`src/rtl/steer_en_fsm.sv`:
```
// Rider-presence / steering-enable controller.
// Latches left/right load-cell pairs, checks that total weight and balance
// are acceptable, and only enables steering once the rider has stood
// balanced for a full settle-timer period.
//
// Handshake: ld_vld is a one-cycle strobe with no back-pressure; the
// lft_ld/rght_ld pair is taken on any clock where ld_vld is high and
// is held until the next strobe.
module steer_en_fsm #(
    parameter logic        FAST_SIM     = 1'b1,
    parameter logic [11:0] MIN_RIDER_WT = 12'h200,
    parameter logic [11:0] WT_HYST      = 12'h040
) (
    input  logic        clk,
    input  logic        rst,
    input  logic        ld_vld,
    input  logic [11:0] lft_ld,
    input  logic [11:0] rght_ld,
    output logic        en_steer,
    output logic        rider_off,
    output logic        tmr_full
);

    localparam int TMR_W = FAST_SIM ? 15 : 26;

    localparam logic [1:0] IDLE  = 2'd0;
    localparam logic [1:0] WAIT  = 2'd1;
    localparam logic [1:0] STEER = 2'd2;

    // Thresholds carried in 13 bits so they compare directly with sum.
    localparam logic [12:0] THR_HI = {1'b0, MIN_RIDER_WT} + {1'b0, WT_HYST};
    localparam logic [12:0] THR_LO = {1'b0, MIN_RIDER_WT} - {1'b0, WT_HYST};

    logic [1:0]       state;
    logic [1:0]       state_nxt;
    logic [11:0]      lft_r;
    logic [11:0]      rght_r;
    logic [TMR_W-1:0] timer;
    logic [TMR_W-1:0] timer_nxt;

    logic [12:0] sum;
    logic [11:0] adiff;
    logic        sum_gt;
    logic        sum_lt;
    logic        diff_gt_1_4;
    logic        diff_gt_15_16;

    // Weight and balance flags, all derived from the latched sample pair.
    always_comb begin
        sum           = {1'b0, lft_r} + {1'b0, rght_r};
        adiff         = (lft_r >= rght_r) ? (lft_r - rght_r) : (rght_r - lft_r);
        sum_gt        = sum > THR_HI;
        sum_lt        = sum < THR_LO;
        diff_gt_1_4   = {1'b0, adiff} > {2'b00, sum[12:2]};
        diff_gt_15_16 = {1'b0, adiff} > (sum - {4'b0000, sum[12:4]});
    end

    assign tmr_full = &timer;

    // Next-state decision; the settle timer only runs while staying in WAIT
    // with acceptable balance and reads zero everywhere else.
    always_comb begin
        state_nxt = state;
        timer_nxt = '0;
        case (state)
            IDLE: begin
                if (sum_gt) state_nxt = WAIT;
            end
            WAIT: begin
                if (sum_lt) begin
                    state_nxt = IDLE;
                end else if (diff_gt_1_4) begin
                    state_nxt = WAIT;
                end else if (tmr_full) begin
                    state_nxt = STEER;
                end else begin
                    state_nxt = WAIT;
                    timer_nxt = timer + TMR_W'(1);
                end
            end
            STEER: begin
                if (sum_lt) begin
                    state_nxt = IDLE;
                end else if (diff_gt_15_16) begin
                    state_nxt = WAIT;
                end
            end
            default: state_nxt = IDLE;
        endcase
        // Keeps the timer pinned at all-ones should it ever be full while
        // remaining in WAIT; it must never wrap back to zero.
        if (state == WAIT && state_nxt == WAIT && !diff_gt_1_4 && tmr_full) begin
            timer_nxt = timer;
        end
    end

    // State, timer, sample latch and registered outputs.
    always_ff @(posedge clk) begin
        if (rst) begin
            state     <= IDLE;
            timer     <= '0;
            lft_r     <= '0;
            rght_r    <= '0;
            en_steer  <= 1'b0;
            rider_off <= 1'b1;
        end else begin
            state     <= state_nxt;
            timer     <= timer_nxt;
            en_steer  <= (state_nxt == STEER);
            rider_off <= (state_nxt == IDLE);
            if (ld_vld) begin
                lft_r  <= lft_ld;
                rght_r <= rght_ld;
            end
        end
    end

endmodule

```
`config.mk`:
```
export PLATFORM = sky130hd
export DESIGN_NAME = steer_en_fsm
export DESIGN_NICKNAME = d
export VERILOG_FILES = /design/src/rtl/steer_en_fsm.sv
export SDC_FILE = /design/constraint.sdc
export NUM_CORES = 1
export LEC_CHECK = 0
export BUFFER_PORTS_ARGS = -buffer_cell sky130_fd_sc_hd__buf_4
export CAP_MARGIN = 20
export CORE_AREA = 2 2 97 118
export CTS_BUF_LIST = sky130_fd_sc_hd__clkbuf_8
export DETAILED_ROUTE_END_ITERATION = 8
export DIE_AREA = 0 0 99 120
export GPL_TIMING_DRIVEN = 0
export PLACE_DENSITY = 0.57
export SETUP_SLACK_MARGIN = 0.5
export SKIP_CTS_REPAIR_TIMING = 1
export SYNTH_ARGS = -nofsm -noshare
export SYNTH_HDL_FRONTEND = slang
export SYNTH_SLANG_ARGS = --single-unit
```
`constraint.sdc`:
```
create_clock -name clk -period 6 [get_ports clk]
set_input_delay 0.3 -clock clk [delete_from_list [all_inputs] [get_ports clk]]
set_output_delay 0.3 -clock clk [all_outputs]
set_load 0.005 [all_outputs]
```
## After elaboration in Yosys (flattened, before gate mapping)

Cells that the tools add are included.

- Bits in registers: 43
- Input port bits: 27
- Output and inout bits: 3
- Word-level logic and storage cells: 39

- $add $sub $neg: 5
- Order comparisons: 5
- Eq/ne operators: 4
- Mux-type cells: 12
- Reduce and logical (&&, ||, !) cells: 7

Operators with widths:

| cell | count |
|---|---|
| $mux W15 | 4 |
| $sub A12 B12 Y12 | 2 |
| $add A15 B1 Y15 const B | 1 |
| $reduce_and A15 Y1 | 1 |
| $add A12 B12 Y13 | 1 |
| $gt A12 B13 Y1 | 1 |
| $gt A13 B10 Y1 const B | 1 |
| $lt A13 B9 Y1 const B | 1 |
| $sub A13 B9 Y13 | 1 |
| $ge A12 B12 Y1 | 1 |
| $gt A12 B11 Y1 | 1 |
| $mux W12 | 1 |
| $mux W2 | 6 |
| $pmux W2 S3 | 1 |
| $eq A2 B1 Y1 const B | 2 |
| $eq A2 B2 Y1 const B | 2 |
| $logic_not A2 Y1 | 2 |
| $logic_and A1 B1 Y1 | 3 |
| $logic_not A1 Y1 | 1 |

## Longest topological paths before layout

- Word-level depth: 10
- Gate-level depth with buffers: 27
- Mapped depth without buffers: 27

## Worst setup path after synthesis

OpenSTA, ideal clock, no wires.

- Path type: register to register
- Start: register lft_r[1]
- End: register state[0]
- Library setup time: 0.117 ns
- Data arrival time: 5.313 ns
- Data required time: 5.883 ns
- Setup slack: 0.570 ns
- Cell stages (with the launch flop): 27
- Buffers on the path: 0
- Clock period less this slack: 5.430 ns
- Cells stage by stage: dfxtp_1 inv_1 fa_1 nor2_1 nor2_1 o21bai_1 xnor2_1 inv_1 ha_1 fa_1 nand2b_1 and3b_1 mux2i_1 a2111oi_0 nor2_1 o21ai_0 a21oi_1 xor2_1 ha_1 a21o_1 a21o_1 a211oi_1 a31oi_1 o31a_1 a31oi_1 o31ai_1 a22o_1

- Cells in the longest elaborated chain, start to end: 6
- Elaborated cells on any way between the ends: 16
- Classes of those cells: 4 x add/sub; 5 x order compare; 7 x mux

RTL lines:

| element | RTL line | RTL |
|---|---|---|
| start, declared | 36 | `logic [11:0] lft_r;` |
| start signal, assigned | 112 | `lft_r <= lft_ld;` |
| $add A12 B12 Y13 (tied with other cells) | 50 | `sum = {1'b0, lft_r} + {1'b0, rght_r};` |
| $sub A13 B9 Y13 / $mux W12 (equally long branches) | 55, 51 |  |
| $gt A12 B13 Y1 / $gt A12 B11 Y1 (equally long branches) | 55, 54 |  |
| $mux W2, on equally long branches | 84, 72 |  |
| $mux W2, on equally long branches | 82, 70 |  |
| $pmux W2 S3 (*) | 65 | `case (state)` |
| end signal, assigned | 107 | `state <= state_nxt;` |
| end, declared | 34 | `logic [1:0] state;` |

Mark *: on every way between the ends. The rest lies on a longest branch, timed or not.
A chain may end at the register's enable or synchronous reset.

## Worst setup path in the final report

- Start: register lft_r[0]
- End: register state[0]

The elaborated chain is that of the path after synthesis.

==> metrics.yaml <==
grt_start_max_net_pins: 14
finalWeightedCongestion: 0.931
setup_viol: 0
fin_skew_ps: 11.5
area_delta_synth_final_pct: 14.8
grt_pass1_wl_mm: 20.7
r2r_start: "lft_r[0]"
internal-power_mw: 0.761
worstMarginPinSlew_ps: 870
holdCritStartpoint: "lft_ld[3]"
placed_area_sq_um: 5140
yosys_register_bits: 43
drtIter0Drc: 153
netSwitchingPower_mw: 0.599
post-route-min-period_ps: 5350
htree_levels: 2
place_inst: 736
hpwl_mm: 10.3
numPortBuffers: 27
diodes: 0
clock-sinks: 43
tns_ps: 0
clk_pin_slew_worst_paths_ps: 90
synthCells: 577
power_frac_seq_pct: 23.0
synth_area_per_cell_sq_um: 8.26
wire_per_inst_um: 16.5
ff2ff_setup_slack_ps: 650
viasPerCell: 5.72
synth_area_sq_um: 4770
ioPinCount: 30
start_util_pct: 44.3
clkPwrFrac_pct: 13.8
layout-drive-gt1-share_pct: 18.9
vdd_drop_max_mv: 0.112
p_comb_share_pct: 63.2
final_nets: 719
core_area_sq_um: 10800
clk_latency_ps: 310
cp-end-kind: "register"
synth_nets: 673
drv_cap: 0
finalNonFillerCells: 756
cts_root_buf: "clkbuf_8"
period_share_pct: 89.1
totalWireLength_mm: 12.4
power_density_nw_per_um2: 248
hold_violations: 0
power.total_mw: 1.36
hold_depth: 3
grt_pass1_vias: 4412
drtAntennaViolNets: 0
clockBufferDepth: 2
rsz0062_at_grt: "yes"
max_freq_mhz: 187
start_kind: "register"
firstDrtPassIters: 4
leakage_nw: 2.48
route.detailed.drc: 0
synth_edf_count: 0
netSwitchingFraction_pct: 44.1
die_h_um: 120
rows: 42
critPathRequiredTime_ps: 6210
grt.overflow.total: 0
worst_r2r_path_depth: 27
reg2reg_to: "state[0]"
async_flop_share_pct: 0
cts_tree: "done"
vias: 4326
stdcell_area_sq_um: 5470
hold_class: "in2reg"
die_area_sq_um: 11900
nFillCells: 1013
cts_buffers: 5
crit_path_max_fanout: 4
path_class: "reg2reg"
min_to: "lft_r[3]"
ys_seq_area_share_pct: 18.1
finalMaxSlewViolations: 0
grt_usage_pct: 21.4
ys.flop_type: "dfxtp_1"
status: "completed"
synth.yosys.warnings: 0
slew_headroom_pct: 41.5
antenna_found_initial: 0
ys_types: 82
die-width_um: 99
arrival_ps: 5560
power by group through the flow:
stage | Sequential [mW] | Combinational [mW] | Clock [mW]
after floorplan | 0.316 | 0.594 | 0
after global routing | 0.315 | 0.961 | 0.208
final | 0.312 | 0.860 | 0.188
after CTS | 0.313 | 0.785 | 0.198
after detailed placement | 0.319 | 0.780 | 0
after global placement | 0.318 | 0.762 | 0
registers in the layout, summed over array words and instances (netlist names):
name / count
timer: 15
state: 2
rght_r: 12
rider_off: 1
lft_r: 12
en_steer: 1
area by class of cell:
cell class | instances | area (sq um) | share of cell area (%)
repair buffers | 39 | 293 | 5.35
multi-input cells | 462 | 3740 | 68.3
well taps | 132 | 165 | 3.02
plain buffers | 21 | 130 | 2.38
flip-flops and latches | 43 | 868 | 15.9
clock inverters | 3 | 16.3 | 0.297
clock buffers | 5 | 68.8 | 1.26
inverters | 51 | 191 | 3.50
cells by family (layout without fill, tap and decap cells):
logic type,count (synthesis),in the layout,synth area share [%]
AND/OR/NAND/NOR,175,175,19.1
AO/OA/AOI/OAI,143,143,22.5
buffers and inverters,72,119,6.61
adder cells (fa/ha/maj),69,69,18.7
XOR/XNOR,43,43,8.19
flip-flops,43,43,18.1
multiplexers,32,32,6.87
metal layers:
| layer | vias up | track usage (%) | wire length [um] |
|---|---|---|---|
| met5 | - | 0 | 0 |
| met4 | 0 | 8.13 | 533 |
| met3 | 34 | 3.09 | 439 |
| met2 | 91 | 40.5 | 6450 |
| met1 | 2042 | 23.8 | 5020 |
| li1 | 2159 | - | - |
placed cells by master (no fill, tap or decap), types with 9 or more instances in the layout:
cell,netlist,routed
o21ai_0,15,11
ha_1,65,63
nand3_1,10,10
xnor2_1,31,26
nand2_1,25,24
nor3_1,10,10
nand2b_1,10,9
buf_4,5,44
a21o_1,13,13
nor2_1,60,57
a21oi_1,36,34
inv_1,49,48
xor2_1,11,11
mux2i_1,29,28
dfxtp_1,43,39
critical path, stage by stage (launching register included):
cell,delay [ps]
dfxtp_2,350
ha_2,170
inv_1,60
fa_2,370
nor2_2,150
nor2_1,70
o21bai_2,180
xnor2_2,180
inv_2,70
ha_2,200
fa_2,350
nand2b_4,150
and3b_1,220
mux2i_2,100
a2111oi_4,470
nor2_2,90
o21ai_2,150
a21oi_1,100
xor2_1,160
ha_1,330
a21o_1,180
a21o_1,200
a211oi_2,170
a31oi_2,140
o31a_1,150
a31oi_1,180
o31ai_1,90
a22o_1,200
Yosys cell counts (8+ instances only):
cell type   n  area share [%]
nor2_1     60             4.7
a21o_1     13             2.0
nor2b_1     9             1.2
dfxtp_1    43              18
xnor2_1    31             5.7
o21ai_0    15             1.6
inv_1      49             3.9
ha_1       65              17
clkbuf_1    9            0.71
nand2b_1   10             1.3
nand2_1    25             2.0
and2_1      8             1.0
xor2_1     11             2.0
nor3_1     10             1.0
and3_1      8             1.0
mux2i_1    29             6.1
o31ai_1     8             1.3
a21oi_1    36             3.8
nand3_1    10             1.0
worst max path at each step:
stage                    from        to  cells past startpoint
floorplan            lft_r[1]  state[0]                     26
detailed placement   lft_r[1]  state[0]                     25
CTS                  lft_r[1]  state[0]                     25
global route        rght_r[0]  state[0]                     27
global placement     lft_r[1]  state[0]                     25
finish               lft_r[0]  state[0]                     27
through the flow:
stage | utilization [%] | worst slack (ps) | hold slack [ps]
2_1_floorplan | - | 570 | 437
5_1_grt | 50.8 | 414 | 224
3_3_place_gp | 47.7 | -348 | 454
3_5_place_dp | 47.7 | -468 | 455
6_report | 50.8 | 652 | 226
4_1_cts | 48.5 | -500 | 216
(Power assumes the default switching activity.)
